`config.mk`:
```
export PLATFORM = sky130hd
export DESIGN_NAME = sbus_mem_ctl
export DESIGN_NICKNAME = d
export VERILOG_FILES = /design/src/rtl/sbus_mem_ctl_pkg.sv /design/src/rtl/sbus_mem_ctl_rr_arbiter.sv /design/src/rtl/sbus_mem_ctl.sv
export SDC_FILE = /design/constraint.sdc
export NUM_CORES = 1
export LEC_CHECK = 0
export CORE_MARGIN = 2
export CORE_UTILIZATION = 45
export DETAILED_ROUTE_END_ITERATION = 10
export DONT_BUFFER_PORTS = 1
export PLACE_DENSITY = 0.62
export SYNTH_ARGS = -nofsm -noshare
export SYNTH_HDL_FRONTEND = slang
export SYNTH_HIERARCHICAL = 1
export SYNTH_SLANG_ARGS = --single-unit
```
`constraint.sdc`:
```
create_clock -name clk -period 3.1 [get_ports clk]
set_input_delay 0.62 -clock clk [delete_from_list [all_inputs] [get_ports clk]]
set_output_delay 0.62 -clock clk [all_outputs]
set_load 0.005 [all_outputs]
```
`src/rtl/sbus_mem_ctl_pkg.sv`:
```
// Shared types for the SBUS memory controller slice: SBUS address/RQ fields,
// memory phase select, controller state and a word-count helper.
package sbus_mem_ctl_pkg;

  typedef logic [14:35] tSBUSAdr;
  typedef logic [0:3]   tRQ;

  typedef enum logic {PH_A, PH_B} tMemPhase;

  typedef enum logic [1:0] {IDLE, START, XFER, DONE} tCtlState;

  // Number of words requested by an RQ mask.
  function automatic logic [2:0] popcount4(input tRQ rq);
    popcount4 = 3'(rq[0]) + 3'(rq[1]) + 3'(rq[2]) + 3'(rq[3]);
  endfunction

endpackage

```
`src/rtl/sbus_mem_ctl_rr_arbiter.sv`:
```
// Round-robin arbiter: first requester at or after the pointer wins; the
// pointer moves past the winner only when the grant is actually taken.
module sbus_mem_ctl_rr_arbiter #(
  parameter int NREQ = 2
) (
  input  logic                     clk,
  input  logic                     CROBAR,
  input  logic [NREQ-1:0]          req,
  input  logic                     advance,
  output logic [NREQ-1:0]          gnt,
  output logic [$clog2(NREQ)-1:0]  gntId
);

  localparam int IDW = $clog2(NREQ);

  logic [IDW-1:0] rrPtr;
  logic           found;
  int unsigned    idx;

  // Priority scan starting at rrPtr, wrapping modulo NREQ.
  always_comb begin
    gnt   = '0;
    gntId = '0;
    found = 1'b0;
    idx   = 0;
    for (int unsigned i = 0; i < NREQ; i++) begin
      idx = 32'(rrPtr) + i;
      if (idx >= NREQ) idx = idx - NREQ;
      if (!found && req[IDW'(idx)]) begin
        found            = 1'b1;
        gnt[IDW'(idx)]   = 1'b1;
        gntId            = IDW'(idx);
      end
    end
  end

  // Pointer update: next search starts just after the granted requester.
  always_ff @(posedge clk) begin
    if (CROBAR)
      rrPtr <= '0;
    else if (advance && found)
      rrPtr <= (gntId == IDW'(NREQ-1)) ? '0 : gntId + 1'b1;
  end

endmodule

```
`src/rtl/sbus_mem_ctl.sv`:
```
// SBUS read-quadword sequencer: arbitrates requesters, issues START/ADR/RQ
// on the selected memory phase, returns data words with parity check and
// aborts with NXM when the memory stays silent too long.
module sbus_mem_ctl
  import sbus_mem_ctl_pkg::*;
#(
  parameter int NREQ       = 2,
  parameter int INTERLEAVE = 0,
  parameter int TIMEOUT    = 64
) (
  input  logic                     clk,
  input  logic                     CROBAR,
  input  logic [NREQ-1:0]          reqValid,
  input  logic [NREQ-1:0][14:35]   reqAdr,
  input  logic [NREQ-1:0][0:3]     reqRQ,
  output logic [NREQ-1:0]          reqGnt,
  output logic                     respValid,
  output logic [$clog2(NREQ)-1:0]  respId,
  output logic [1:0]               respWo,
  output logic [0:35]              respData,
  output logic                     respParErr,
  output logic                     respDone,
  output logic                     respNXM,
  output logic                     busy,
  output logic                     memStartA,
  output logic                     memStartB,
  output tSBUSAdr                  memAdr,
  output tRQ                       memRQ,
  input  logic                     memAcknA,
  input  logic                     memAcknB,
  input  logic                     memValidA,
  input  logic                     memValidB,
  input  logic [0:35]              memD,
  input  logic                     memPar
);

  localparam int IDW = $clog2(NREQ);
  localparam int TW  = $clog2(TIMEOUT);

  tCtlState        state;
  tMemPhase        phase;
  logic [1:0]      wo;
  logic [2:0]      vCnt;
  logic [2:0]      expected;
  logic [TW-1:0]   tCnt;

  logic [NREQ-1:0] gnt;
  logic [IDW-1:0]  gntId;
  logic            advance;
  tSBUSAdr         selAdr;
  tRQ              selRQ;
  tMemPhase        selPh;
  logic            acknSel;
  logic            validSel;
  logic            hitV;
  logic            vLast;

  assign advance  = (state == IDLE) && (|reqValid);
  assign selAdr   = reqAdr[gntId];
  assign selRQ    = reqRQ[gntId];
  assign selPh    = ((INTERLEAVE != 0) && selAdr[33]) ? PH_B : PH_A;
  assign acknSel  = (phase == PH_B) ? memAcknB  : memAcknA;
  assign validSel = (phase == PH_B) ? memValidB : memValidA;

  // A VALID counts in START too, so a word arriving with ACKN is not lost.
  assign hitV  = ((state == START) || (state == XFER)) && validSel;
  assign vLast = hitV && ((vCnt + 3'd1) == expected);

  assign busy       = (state != IDLE);
  assign respValid  = hitV;
  assign respWo     = hitV ? wo : '0;
  assign respData   = hitV ? memD : '0;
  assign respParErr = hitV && (memPar != ^memD);

  sbus_mem_ctl_rr_arbiter #(.NREQ(NREQ)) u_arb (
    .clk     (clk),
    .CROBAR  (CROBAR),
    .req     (reqValid),
    .advance (advance),
    .gnt     (gnt),
    .gntId   (gntId)
  );

  // Controller FSM with registered grant, START/ADR/RQ and completion outputs.
  always_ff @(posedge clk) begin
    if (CROBAR) begin
      state     <= IDLE;
      phase     <= PH_A;
      wo        <= '0;
      vCnt      <= '0;
      expected  <= '0;
      tCnt      <= '0;
      reqGnt    <= '0;
      respId    <= '0;
      respDone  <= 1'b0;
      respNXM   <= 1'b0;
      memStartA <= 1'b0;
      memStartB <= 1'b0;
      memAdr    <= '0;
      memRQ     <= '0;
    end else begin
      reqGnt <= '0;
      case (state)
        IDLE: begin
          if (advance) begin
            reqGnt   <= gnt;
            respId   <= gntId;
            phase    <= selPh;
            wo       <= selAdr[34:35];
            vCnt     <= '0;
            tCnt     <= '0;
            expected <= popcount4(selRQ);
            if (selRQ == '0) begin
              state    <= DONE;
              respDone <= 1'b1;
              respNXM  <= 1'b0;
            end else begin
              state     <= START;
              memStartA <= (selPh == PH_A);
              memStartB <= (selPh == PH_B);
              memAdr    <= selAdr;
              memRQ     <= selRQ;
            end
          end
        end
        START, XFER: begin
          if (hitV) begin
            vCnt <= vCnt + 3'd1;
            wo   <= wo + 2'd1;
          end
          if (vLast) begin
            state     <= DONE;
            respDone  <= 1'b1;
            respNXM   <= 1'b0;
            memStartA <= 1'b0;
            memStartB <= 1'b0;
            memAdr    <= '0;
            memRQ     <= '0;
          end else if (hitV || acknSel) begin
            tCnt <= '0;
            if ((state == START) && acknSel) begin
              state     <= XFER;
              memStartA <= 1'b0;
              memStartB <= 1'b0;
              memAdr    <= '0;
              memRQ     <= '0;
            end
          end else if (tCnt == TW'(TIMEOUT-1)) begin
            state     <= DONE;
            respDone  <= 1'b1;
            respNXM   <= 1'b1;
            memStartA <= 1'b0;
            memStartB <= 1'b0;
            memAdr    <= '0;
            memRQ     <= '0;
          end else begin
            tCnt <= tCnt + 1'b1;
          end
        end
        DONE: begin
          respDone <= 1'b0;
          respNXM  <= 1'b0;
          state    <= IDLE;
        end
        default: state <= IDLE;
      endcase
    end
  end

endmodule

```
==> flow_metrics.py <==
metrics = {
    "yosys": {
        "yosys_warnings": 6,
        "synth_cell_type_count": 53,
        "syn_inst": 379,
        "synth_area_per_cell_um2": 8.61,
        "yosys_most_used_dff": "dfxtp_1",
        "yosysTopAreaCellShare_pct": 30.1,
        "syn_nets": 486,
        "seq_area_frac_synth_pct": 30.1,
        "netlist_area_um2": 3260,
        "async_flop_share_pct": 0,
        "ys_ff_latch": 49,
        "synth-edff-count": 0,
        "yosys.area.top_type": "dfxtp_1",
        "yosys-top-cells-area": "dfxtp_1 30%, and3_1 7.3%, mux2_2 7.2%",
    },
    "clock_tree": {
        "postCtsHoldBufs": 0,
        "worstSkewPairLatency_ps": 310,
        "root_buffer": "clkbuf_8",
        "h-tree-depth": 2,
        "cts_tree": "built",
        "cts_setup_buffers": 0,
        "cts_buffer_depth": 2,
        "clk_pin_slew_ps": 100,
        "numCtsBuffers": 5,
        "cts_num_sinks": 49,
        "cts_resized": 0,
    },
    "worst_setup_path": {
        "worst_setup_path_end_kind": "flip-flop",
        "timing_worst_setup_path_type": "reg -> reg",
        "path_max_fanout": 24,
        "start_kind": "flip-flop",
        "worstPathRequired_ps": 3320,
        "critPathArrivalTime_ps": 2910,
    },
    "drt": {
        "vias": 2740,
        "drc": 0,
        "wl_mm": 8.25,
        "via_per_inst": 5.92,
        "drt-pass1-iter-count": 4,
        "drt.antenna.violating_nets": 0,
        "detail_route.wl_per_cell_um": 17.8,
        "drt_iter0_markers": 134,
    },
    "cells_and_area": {
        "fill_cells": 728,
        "final_common_cell": "dfxtp_1",
        "layout-drive-gt1-share_pct": 13.7,
        "antennaDiodeCount": 0,
        "postLayoutCoreUtil_pct": 48.3,
        "final_cell_mix": "49 x dfxtp_1, 39 x a21oi_1, 38 x and3_1, 30 x o21ai_0, 25 x xnor2_1",
        "fin_area_um2": 3450,
        "num-nets-final": 470,
        "syn_to_final_growth_pct": 5.67,
    },
    "timing": {
        "final-max-slew-violation-count": 0,
        "fmax_mhz": 371,
        "finalHoldViolations": 0,
        "finalCritPeriodShare_pct": 86.9,
        "rsz0062_at_grt": "no",
        "finClkSkew_ps": 12.8,
        "setup_viol": 0,
        "slew_headroom_pct": 42.8,
        "worst_slew_pin_slew_ps": 858,
        "fin_tns_setup_ps": 0,
        "fin_crit_ps": 2700,
    },
    "grt": {
        "antenna_found_initial": 0,
        "grt_max_degree": 47,
        "grt_pass1_vias": 2466,
        "grt_pass1_wl_mm": 12.5,
        "grt.total_usage_pct": 20.1,
        "grt_overflow": 0,
    },
    "min_path": {
        "hold_class": "in -> reg",
    },
    "die": {
        "coreArea_um2": 7140,
        "top_level_ports": 171,
        "rows": 31,
        "die_h_um": 89.2,
        "die-area_um2": 7950,
        "die_x_um": 89.2,
        "initial_core_util_pct": 45.7,
    },
    "placement": {
        "place_area_um2": 3340,
        "gp_congestion": 0.739,
        "dpl.hpwl_mm": 6.07,
        "io_buffers": 0,
    },
    "pwr": {
        "power.switching_mw": 1.51,
        "seqPwrFrac_pct": 30.0,
        "power_density_nw_per_um2": 953,
        "p_int_mw": 1.77,
        "power.leakage_nw": 1.38,
        "clkPwrFrac_pct": 14.3,
        "p_comb_share_pct": 55.7,
        "p_sw_share_pct": 46.1,
        "vdd.ir_drop.worst_v": 0.000460,
    },
    "job": {
        "cap_violations": 0,
    },
    "outcome": {
        "outcome": "complete, no violations",
    },
}
## worst max-delay path: stages, from the launching register on
cell and delay [ps]:
dfxtp_1 400, inv_1 80, ha_1 460, inv_2 60
a21oi_1 380, and2_1 770, a21boi_0 200, o21ba_2 240
## synth_stat cells, drive strengths merged (2+ instances only)
library cell,instances
a211oi,2
a21boi,4
a21oi,40
a311oi,2
and2,3
and3,38
buf,9
clkbuf,24
dfxtp,49
ha,9
inv,9
mux2,21
mux2i,12
nand2,11
nand3,2
nand3b,2
nand4,21
nor2,16
nor3,4
nor3b,4
o211ai,2
o21ai,34
o21bai,2
o31ai,2
or3,2
or4,6
xnor2,25
xnor3,5
xor2,5
## worst paths after layout
| path | from | cells past startpoint | to | slack, ps |
|---|---|---|---|---|
| worst max-delay path | state[1] | 7 | memRQ[2] | 400 |
| worst min register to register | tCnt[5] | 2 | tCnt[5] | 490 |
| worst max register to register | state[1] | 7 | memRQ[2] | 400 |
| worst min-delay path | CROBAR | 1 | flip-flop | 360 |
## stage by stage
stage / power (mW) / worst slack [ps] / hold slack, ps / instances
2_1_floorplan: 2.44 / 576 / 448 / 379
3_3_place_gp: 2.80 / 359 / 459 / 455
3_5_place_dp: 2.81 / 298 / 476 / 455
4_1_cts: 3.30 / 406 / 354 / 463
5_1_grt: 3.56 / 227 / 354 / 463
6_report: 3.29 / 405 / 362 / 463
## metal layers
metal  share of wire, %  GRT usage, %  wire length, µm  vias up
li1                   -             -                -     1341
met3                7.0          6.00              578       10
met4                1.6          5.83              131        0
met1                 44          27.1             3630     1325
met2                 47          31.2             3910       64
met5                  0             0                0        -
## state kept, by name, summed over array words and instances, names as in the netlist, named ones only
register	count
expected	3
memAdr	22
memRQ	4
memStartA	1
reqGnt	2
respDone	1
respId	1
respNXM	1
state	2
tCnt	6
vCnt	3
wo	2
## power groups by stage
stage               logic (mW)  clock network [mW]  registers (mW)
floorplan                 1.49                   0           0.949
global placement          1.80                   0           0.997
detailed placement        1.82                   0           0.998
CTS                       1.83               0.481           0.988
global route              2.04               0.504            1.01
finish                    1.83               0.468           0.986
## area by class of cell
class / count / area [µm²] / share of cell area (%)
well taps: 99 / 124 / 3.59
flip-flops and latches: 49 / 981 / 28.4
repair buffers: 10 / 75.1 / 2.18
clock inverters: 2 / 38.8 / 1.12
inverters: 9 / 33.8 / 0.980
multi-input cells: 288 / 2120 / 61.6
clock buffers: 6 / 72.6 / 2.10
## cells by family after synthesis
logic type	synth area share (%)
xor+xnor	11.5
flops	30.1
buf+inv	5.44
simple gates	20.4
fa+ha+maj	4.06
mux	10.9
compound gates	17.4
other cells	0.115
No activity file was read; power rests on OpenSTA's default activity.
